[src/rtl/fp_add_sub_norm_round.sv]
// ---------------------------------------------------------------------------
// fp_add_sub_norm_round
//   Back end of the pipelined FP32 adder/subtractor. Takes the coarse-shifted
//   sum and the leading-one shift count from the add/LOD stage, finishes the
//   normalization shift, adjusts the exponent, rounds to nearest-even,
//   classifies overflow/underflow and packs the IEEE-754 single result.
//   Two register stages with a valid/ready handshake and full backpressure.
//
// Ports
//   clk, rst            rising-edge clock, synchronous active-high reset
//   in_valid/in_ready   upstream handshake (in_ready forced low in reset)
//   SumS_5              33-bit sum, already coarse-shifted by 16|0
//   Shift               total normalization shift (0..26), low 4 bits still
//                       to be applied here
//   PSgn                result sign
//   Emax                biased exponent of the larger operand
//   exc_valid/result    special-case word (NaN/Inf) that bypasses arithmetic
//   out_valid/out_ready downstream handshake
//   out_result          packed FP32 result
//   out_of, out_uf      overflow / underflow (flush-to-zero) flags
// ---------------------------------------------------------------------------
module fp_add_sub_norm_round #(
    parameter int EXP_W    = 8,
    parameter int FRAC_W   = 23,
    parameter int BIAS_MAX = 255
) (
    input  logic                    clk,
    input  logic                    rst,
    input  logic                    in_valid,
    output logic                    in_ready,
    input  logic [FRAC_W+9:0]       SumS_5,
    input  logic [4:0]              Shift,
    input  logic                    PSgn,
    input  logic [EXP_W-1:0]        Emax,
    input  logic                    exc_valid,
    input  logic [EXP_W+FRAC_W:0]   exc_result,
    output logic                    out_valid,
    input  logic                    out_ready,
    output logic [EXP_W+FRAC_W:0]   out_result,
    output logic                    out_of,
    output logic                    out_uf
);

    localparam int SUM_W  = FRAC_W + 10;          // hidden + frac + guard + 8 sticky
    localparam int WORD_W = EXP_W + FRAC_W + 1;
    localparam int E_W    = EXP_W + 2;            // signed, room for over/underflow
    localparam int G_IDX  = SUM_W - FRAC_W - 2;   // guard bit position

    localparam logic [E_W-1:0] E_OVF  = E_W'(BIAS_MAX);
    localparam logic [E_W-1:0] E_ZERO = '0;

    typedef struct packed {
        logic [SUM_W-1:0]  n;       // fully normalized sum
        logic [E_W-1:0]    e;       // adjusted exponent, two's complement
        logic              z;       // exact cancellation
        logic              sgn;
        logic              exc_v;
        logic [WORD_W-1:0] exc_res;
    } s1_t;

    // ---------------------------------------------------------------------
    // Handshake
    // ---------------------------------------------------------------------
    logic s1_valid_q, s1_valid_d;
    logic s2_valid_q, s2_valid_d;
    logic s1_adv, s2_adv;

    assign s2_adv   = ~s2_valid_q | out_ready;
    assign s1_adv   = ~s1_valid_q | s2_adv;
    assign in_ready = s1_adv & ~rst;

    // ---------------------------------------------------------------------
    // Stage 1: fine shift + exponent adjust
    // ---------------------------------------------------------------------
    logic [SUM_W-1:0] lvl8, lvl4, lvl2, lvl1;
    s1_t              s1_new;
    s1_t              s1_q, s1_d;

    always_comb begin
        // Shift[4] was already consumed by the upstream 16|0 coarse shift,
        // so only the low four bits move the sum here.
        lvl8 = Shift[3] ? {SumS_5[SUM_W-9:0], 8'd0} : SumS_5;
        lvl4 = Shift[2] ? {lvl8[SUM_W-5:0],   4'd0} : lvl8;
        lvl2 = Shift[1] ? {lvl4[SUM_W-3:0],   2'd0} : lvl4;
        lvl1 = Shift[0] ? {lvl2[SUM_W-2:0],   1'b0} : lvl2;

        s1_new.n       = lvl1;
        // The sum carries one integer bit above the hidden position, hence +1.
        s1_new.e       = E_W'(Emax) + E_W'(1) - E_W'(Shift);
        s1_new.z       = (SumS_5 == '0);
        s1_new.sgn     = PSgn;
        s1_new.exc_v   = exc_valid;
        s1_new.exc_res = exc_result;
    end

    always_comb begin
        s1_valid_d = s1_valid_q;
        s1_d       = s1_q;
        if (s1_adv) begin
            s1_valid_d = in_valid;
            if (in_valid) begin
                s1_d = s1_new;
            end
        end
    end

    // ---------------------------------------------------------------------
    // Stage 2: round to nearest-even, classify, pack
    // ---------------------------------------------------------------------
    logic [FRAC_W-1:0] frac_raw;
    logic              guard, sticky, lsb, round_up;
    logic [FRAC_W:0]   frac_sum;
    logic [FRAC_W-1:0] frac_rnd;
    logic [E_W-1:0]    e_rnd;
    logic [WORD_W-1:0] res_new;
    logic              of_new, uf_new;

    // Hidden bit is implied by normalization and never stored.
    logic unused_hidden;
    assign unused_hidden = s1_q.n[SUM_W-1];

    always_comb begin
        frac_raw = s1_q.n[SUM_W-2:G_IDX+1];
        guard    = s1_q.n[G_IDX];
        sticky   = |s1_q.n[G_IDX-1:0];
        lsb      = s1_q.n[G_IDX+1];
        round_up = guard & (sticky | lsb);

        // Carry out of an all-ones fraction leaves frac=0 and bumps E.
        frac_sum = {1'b0, frac_raw} + {{FRAC_W{1'b0}}, round_up};
        frac_rnd = frac_sum[FRAC_W-1:0];
        e_rnd    = s1_q.e + E_W'(frac_sum[FRAC_W]);

        res_new = {s1_q.sgn, e_rnd[EXP_W-1:0], frac_rnd};
        of_new  = 1'b0;
        uf_new  = 1'b0;

        if (s1_q.exc_v) begin
            res_new = s1_q.exc_res;
        end else if (s1_q.z) begin
            // Exact cancellation is always +0 regardless of operand signs.
            res_new = '0;
        end else if ($signed(e_rnd) >= $signed(E_OVF)) begin
            res_new = {s1_q.sgn, {EXP_W{1'b1}}, {FRAC_W{1'b0}}};
            of_new  = 1'b1;
        end else if ($signed(e_rnd) <= $signed(E_ZERO)) begin
            // No denormals: anything below the smallest normal flushes to 0.
            res_new = {s1_q.sgn, {(WORD_W-1){1'b0}}};
            uf_new  = 1'b1;
        end
    end

    logic [WORD_W-1:0] res_q, res_d;
    logic              of_q, of_d;
    logic              uf_q, uf_d;

    always_comb begin
        s2_valid_d = s2_valid_q;
        res_d      = res_q;
        of_d       = of_q;
        uf_d       = uf_q;
        if (s2_adv) begin
            s2_valid_d = s1_valid_q;
            if (s1_valid_q) begin
                res_d = res_new;
                of_d  = of_new;
                uf_d  = uf_new;
            end
        end
    end

    // ---------------------------------------------------------------------
    // Registers
    // ---------------------------------------------------------------------
    always_ff @(posedge clk) begin
        if (rst) begin
            s1_valid_q <= 1'b0;
            s2_valid_q <= 1'b0;
            s1_q       <= '0;
            res_q      <= '0;
            of_q       <= 1'b0;
            uf_q       <= 1'b0;
        end else begin
            s1_valid_q <= s1_valid_d;
            s2_valid_q <= s2_valid_d;
            s1_q       <= s1_d;
            res_q      <= res_d;
            of_q       <= of_d;
            uf_q       <= uf_d;
        end
    end

    assign out_valid  = s2_valid_q;
    assign out_result = res_q;
    assign out_of     = of_q;
    assign out_uf     = uf_q;

endmodule

[config.mk]
export PLATFORM = sky130hd
export DESIGN_NAME = fp_add_sub_norm_round
export DESIGN_NICKNAME = d
export VERILOG_FILES = /design/src/rtl/fp_add_sub_norm_round.sv
export SDC_FILE = /design/constraint.sdc
export NUM_CORES = 1
export LEC_CHECK = 0
export CORE_MARGIN = 2
export CORE_UTILIZATION = 57
export CTS_CLUSTER_SIZE = 12
export DETAILED_ROUTE_END_ITERATION = 7
export PLACE_DENSITY_LB_ADDON = 0.3
export SYNTH_ARGS = -nofsm -noshare
export SYNTH_HDL_FRONTEND = slang
export SYNTH_SLANG_ARGS = --single-unit
export TNS_END_PERCENT = 100
[constraint.sdc]
create_clock -name clk -period 9.48 [get_ports clk]
set_input_delay 1.422 -clock clk [delete_from_list [all_inputs] [get_ports clk]]
set_output_delay 1.422 -clock clk [all_outputs]
set_load 0.01 [all_outputs]
-- Word level (Yosys, flattened, before mapping)
Cells that the tools add are included.
- output and inout bits: 36
- flip-flop bits (word level): 113
- word-level logic and storage cells: 44
- $lt $le $gt $ge: 2
- bitwise logic cells: 8
- multiplexer cells: 15
- reduce and logical (&&, ||, !) cells: 4
- add/sub/neg operators: 4
- operators by type and width (operator ; number):
    $mux W32 ; 6
    $mux W31 ; 2
    $logic_not A33 Y1 ; 1
    $add A23 B1 Y24 ; 1
    $add A10 B1 Y10 ; 1
    $ge A10 B9 Y1 const B ; 1
    $le A10 B1 Y1 const B ; 1
    $sub A9 B5 Y10 ; 1
    $add A8 B1 Y9 const B ; 1
    $reduce_or A8 Y1 ; 1
    $mux W1 ; 7
    $reduce_and A2 Y1 ; 2
    $not A1 Y1 ; 3
    $or A1 B1 Y1 ; 3
    $and A1 B1 Y1 ; 2

-- Depth between registers and ports, before layout
- word-level depth: 10
- mapped depth: 15
- depth with buffers taken out: 13

-- Worst setup path after synthesis
OpenSTA, ideal clock, no wires.
- kind: in2reg
- start point: input Shift[3]
- end point: register s1_q[42] (netlist name)
- setup slack: 5368 ps
- library setup time: 91 ps
- arrival time: 4021 ps
- cell stages on the path: 12
- buffers on the path: 3
- cell sequence: buf_2 buf_2 clkbuf_1 inv_1 ha_1 ha_1 nor2b_1 o21ai_0 a21boi_0 o21a_1 or3_1 a311oi_1
- word-level cells in the longest chain between the ends: 1
- ends and longest elaborated chain (what ; line ; source):
    start: declaration ; 32 ; input logic [4:0] Shift,
    $sub A9 B5 Y10 ; 89 ; s1_new.e = E_W'(Emax) + E_W'(1) - E_W'(Shift);
    end signal: assignment ; 179 ; s1_q <= '0;
    end signal: assignment ; 186 ; s1_q <= s1_d;
    end: declaration ; 77 ; s1_t s1_q, s1_d;
No other way between the ends.
A chain may end at the register's enable or synchronous reset.

-- Worst setup path after layout
- start point: input out_ready
- end point: output in_ready
- word-level cells in the longest chain between the ends: 3
- ends and longest elaborated chain (what ; line ; source):
    start: declaration ; 38 ; input logic out_ready,
    $or A1 B1 Y1 ; 68 ; assign s2_adv = ~s2_valid_q | out_ready;
    $or A1 B1 Y1 ; 69 ; assign s1_adv = ~s1_valid_q | s2_adv;
    $and A1 B1 Y1 ; 70 ; assign in_ready = s1_adv & ~rst;
    end: declaration ; 30 ; output logic in_ready,
No other way between the ends.

==> report_table.html <==
<table>
<tr><th>Metric</th><th>Value</th></tr>
<tr><th colspan="2">Power</th></tr>
<tr><td>Worst-case vdd ir drop</td><td>0.000154 V</td></tr>
<tr><td>Sw Pwr</td><td>364 µW</td></tr>
<tr><td>Power density over cell area</td><td>170 nW/µm²</td></tr>
<tr><td>Total internal power</td><td>1070 µW</td></tr>
<tr><td>Clock power frac</td><td>0.462</td></tr>
<tr><td>Static power due to leakage</td><td>0.00334 µW</td></tr>
<tr><td>Switching share of total power</td><td>0.255</td></tr>
<tr><td>Fraction of power consumed by sequential logic</td><td>0.371</td></tr>
<tr><td>Combinational group share of total power</td><td>0.167</td></tr>
<tr><th colspan="2">Clock network</th></tr>
<tr><td>Number of setup buffers added after CTS</td><td>0</td></tr>
<tr><td>Number of resized instances in the post-cts repair step</td><td>0</td></tr>
<tr><td>Buffer type at the clock tree root</td><td>clkbuf_16</td></tr>
<tr><td>Later-pin clock latency in the skew report</td><td>410 ps</td></tr>
<tr><td>TritonCTS clock tree</td><td>done</td></tr>
<tr><td>Number of clock buffers inserted by TritonCTS</td><td>17</td></tr>
<tr><td>CTS Hold Buffers Added</td><td>0</td></tr>
<tr><td>Htree depth</td><td>4</td></tr>
<tr><td>Clock sink count</td><td>about 110</td></tr>
<tr><td>CTS Buffer Depth</td><td>2</td></tr>
<tr><td>Clock slew at reported path FFs</td><td>50 ps</td></tr>
<tr><th colspan="2">Die</th></tr>
<tr><td>Starting Density</td><td>0.580</td></tr>
<tr><td>Core Footprint</td><td>about 11,000 µm²</td></tr>
<tr><td>Vertical die dimension</td><td>112 µm</td></tr>
<tr><td>Total die area</td><td>12,500 µm²</td></tr>
<tr><td>Floorplan row count</td><td>39</td></tr>
<tr><td>Die X</td><td>112 µm</td></tr>
<tr><td>I/O pin cnt</td><td>120</td></tr>
<tr><th colspan="2">Cells and area</th></tr>
<tr><td>Top library cells by usage in the layout, fill and taps aside</td><td>nand2_1 (138), clkdlybuf4s50_1 (118), dfxtp_1 (113), a21oi_1 (106), nor2_1 (54)</td></tr>
<tr><td>Net count reported at finish</td><td>about 1.0k</td></tr>
<tr><td>Post-Layout Inst Area</td><td>approximately 8400 µm²</td></tr>
<tr><td>Leading cell type in the layout, fill and taps excluded</td><td>nand2_1</td></tr>
<tr><td>Fraction of layout instances using a drive strength above 1</td><td>0.0815</td></tr>
<tr><td>Area grow syn2layout</td><td>27.6%</td></tr>
<tr><td>Number of diodes added for antenna fixing</td><td>0</td></tr>
<tr><th colspan="2">Routing</th></tr>
<tr><td>Number of nets still failing antenna checks after routing</td><td>0</td></tr>
<tr><td>Via density per instance</td><td>5.82</td></tr>
<tr><td>Via count</td><td>between 6k and 7k</td></tr>
<tr><td>Drt pass-1 iters</td><td>7</td></tr>
<tr><td>Number of DRC violations after detailed routing</td><td>0</td></tr>
<tr><td>Average wire per standard cell</td><td>15.1 µm</td></tr>
<tr><td>Number of design-rule violations left by the first detailed-router iteration</td><td>598</td></tr>
<tr><td>Total Routed Length</td><td>~16,000 µm</td></tr>
<tr><th colspan="2">Global routing</th></tr>
<tr><td>All-layer global routing usage</td><td>0.266</td></tr>
<tr><td>Vias in the first global route</td><td>5,800</td></tr>
<tr><td>First-pass GRT wire length</td><td>27,800 µm</td></tr>
<tr><td>GR Util met3</td><td>0.0479</td></tr>
<tr><td>Largest net degree at the start of global routing</td><td>90</td></tr>
<tr><td>Global-route track usage on met2</td><td>0.400</td></tr>
<tr><td>Met1 Usage GRT</td><td>0.389</td></tr>
<tr><td>Initial antenna violation count</td><td>0</td></tr>
<tr><td>Most Crowded Layer GR</td><td>met2</td></tr>
<tr><td>Overall overflow remaining after global route</td><td>0</td></tr>
<tr><th colspan="2">Yosys</th></tr>
<tr><td>Compound-Gate Fraction of Synth Area</td><td>0.185</td></tr>
<tr><td>Post-synthesis share of cell area spent on full adders, half adders and majority gates</td><td>0.0353</td></tr>
<tr><td>Library cell with the largest summed area after synthesis</td><td>dfxtp_1</td></tr>
<tr><td>Post-synthesis sequential area ratio</td><td>0.343</td></tr>
<tr><td>Flip-flop cell with the highest count after synthesis</td><td>dfxtp_1</td></tr>
<tr><td>Share of the synthesized netlist area taken by xor and xnor gates</td><td>0.0451</td></tr>
<tr><td>Post-synthesis sequential element count</td><td>113</td></tr>
<tr><td>Post-synthesis simple-gate area fraction</td><td>0.226</td></tr>
<tr><td>Mux cell area share after synthesis</td><td>0.115</td></tr>
<tr><td>Synth area leaders</td><td>dfxtp_1 (34%), a21oi_1 (8.0%), nand2_1 (7.9%)</td></tr>
<tr><td>Post-Syn Nets</td><td>approximately 950</td></tr>
<tr><td>Count of unique library cells instantiated by Yosys</td><td>52</td></tr>
<tr><td>Count of mapped cells out of synthesis</td><td>847</td></tr>
<tr><td>Dominant combinational cell family by area after synthesis</td><td>simple AND/OR/NAND/NOR gates</td></tr>
<tr><td>Combined area of all synthesized cells</td><td>6600 µm²</td></tr>
<tr><td>Average cell area after synthesis</td><td>7.79 µm²</td></tr>
<tr><td>Share of synthesized flip-flops with an asynchronous set or reset</td><td>0</td></tr>
<tr><td>Number of synthesized flops with an enable pin</td><td>0</td></tr>
<tr><td>Synth top area share</td><td>0.343</td></tr>
<tr><td>Yosys Warn Count</td><td>0</td></tr>
<tr><th colspan="2">Placement</th></tr>
<tr><td>Post-DP HPWL</td><td>roughly 11,000 µm</td></tr>
<tr><td>Number of port buffers</td><td>between 100 and 150</td></tr>
<tr><td>Final RePlAce weighted congestion</td><td>0.943</td></tr>
<tr><td>Placed inst area</td><td>a little under 8000 µm²</td></tr>
<tr><th colspan="2">Job</th></tr>
<tr><td>Maximum Capacitance Violations</td><td>0</td></tr>
<tr><th colspan="2">Timing</th></tr>
<tr><td>Slew Viols, Final</td><td>0</td></tr>
<tr><td>Slew headroom</td><td>0.309</td></tr>
<tr><td>Fin crit share</td><td>0.440</td></tr>
<tr><td>Final number of setup-violating endpoints</td><td>0</td></tr>
<tr><td>Worst clock skew</td><td>about 8 ps</td></tr>
<tr><td>Highest achievable clock rate</td><td>0.240 GHz</td></tr>
<tr><td>Slew @ Worst Pin</td><td>1040 ps</td></tr>
<tr><td>Clock period minus final worst setup slack</td><td>4170 ps</td></tr>
<tr><td>Final hold violations</td><td>0</td></tr>
<tr><td>Unrepaired setup endpoints after global routing</td><td>no</td></tr>
<tr><td>Total Negative Setup Slacks</td><td>0 ps</td></tr>
<tr><th colspan="2">Setup path</th></tr>
<tr><td>Max stage delay cell, worst path</td><td>clkdlybuf4s50_1</td></tr>
<tr><td>Worst reg2reg startpoint</td><td>frac_raw[0]</td></tr>
<tr><td>Endpoint class of the critical path</td><td>primary output</td></tr>
<tr><td>Cell breakdown of the critical path</td><td>clkdlybuf4s50_1 -&gt; nor2b_1 -&gt; a21oi_1 -&gt; clkdlybuf4s50_1</td></tr>
<tr><td>Library cell appearing most often on the critical path</td><td>clkdlybuf4s50_1</td></tr>
<tr><td>Largest stage delay on the critical path</td><td>490 ps</td></tr>
<tr><td>Class of the most critical setup path</td><td>primary input to primary output</td></tr>
<tr><td>Kind of launch point of the worst setup path</td><td>primary input</td></tr>
<tr><td>Crit-path max FO</td><td>6</td></tr>
<tr><td>Start point of the critical path</td><td>out_ready</td></tr>
<tr><td>Data required time of the critical path</td><td>8060 ps</td></tr>
<tr><td>CP arrival</td><td>2750 ps</td></tr>
<tr><th colspan="2">Worst hold path</th></tr>
<tr><td>Start point of the worst min-delay path</td><td>s1_q[1]</td></tr>
<tr><td>Worst Hold Class</td><td>flip-flop to flip-flop</td></tr>
<tr><th colspan="2">Run status</th></tr>
<tr><td>Result of the run</td><td>complete, no violations</td></tr>
</table>
[per-stage QoR]
stage	hold WS [ps]	power [µW]	std cells	utilization	worst slack (ps)
6_report	450	1430	1088	0.741	5310
5_1_grt	469	1480	1088	0.741	5010
4_1_cts	453	1430	1088	0.741	5300
3_5_place_dp	445	773	1056	0.686	4950
3_3_place_gp	438	771	1056	0.686	5020
2_1_floorplan	432	686	847	-	5370
[worst max-delay path, delay by kind of cell]
family	cells	cell delay (ps)
AOI/OAI and AO/OA	1	120
buffers and inverters	2	890
and+or+nand+nor	1	320
[area by class of cell]
| class | instances | area, µm² |
|---|---|---|
| multi-input combinational | 648 | 4010 |
| fill | 859 | 2950 |
| sequential | 113 | 2260 |
| timing repair buffer | 129 | 1260 |
| clock buffer | 23 | 498 |
| tap | 143 | 179 |
| clock inverter | 9 | 128 |
| inverter | 23 | 86.3 |
[cells in the mapped netlist (15+ instances only)]
| cell | count |
|---|---|
| and3_1 | 29 |
| dfxtp_1 | 113 |
| nor3_1 | 15 |
| inv_1 | 22 |
| o21ai_0 | 28 |
| mux2_2 | 24 |
| nor2_1 | 54 |
| nand2_1 | 139 |
| clkbuf_1 | 39 |
| a21oi_1 | 106 |
| mux2i_1 | 42 |
| o22ai_1 | 23 |
| nand3_1 | 32 |
| ha_1 | 17 |
| xor2_1 | 21 |
[registers in the layout, indices dropped and copies added (netlist names)]
name        count
out_result     32
s1_valid_q      1
guard           1
frac_raw       23
out_of          1
s1_q           53
out_valid       1
out_uf          1
[power by group through the flow]
stage / clock network, µW / logic [µW] / registers (µW)
6_report: 660 / 239 / 530
5_1_grt: 684 / 265 / 533
4_1_cts: 663 / 238 / 529
3_5_place_dp: 0 / 235 / 538
3_3_place_gp: 0 / 233 / 538
2_1_floorplan: 0 / 153 / 533
[kinds of logic (layout without fill, tap and decap cells)]
group | count (synthesis) | in the layout
buffers and inverters | 86 | 184
adders and majority gates | 18 | 18
DFF | 113 | 113
AOI/OAI and AO/OA | 207 | 207
and+or+nand+nor | 320 | 320
xor gates and xnor gates | 34 | 34
muxes | 69 | 69
[worst paths after layout]
| check | to | slack (ps) | cells past startpoint |
|---|---|---|---|
| max | in_ready | 5310 | 4 |
| min | s1_q[1] | 450 | 2 |
| max reg2reg | out_result[1] | 5450 | 13 |
| min reg2reg | s1_q[1] | 450 | 2 |
[per-layer routing]
metal	vias up	share of wire
li1	3176	-
met1	2909	0.49
met2	225	0.44
met3	17	0.061
met4	0	0.010
met5	-	0
Power figures use the tool's default switching activity.
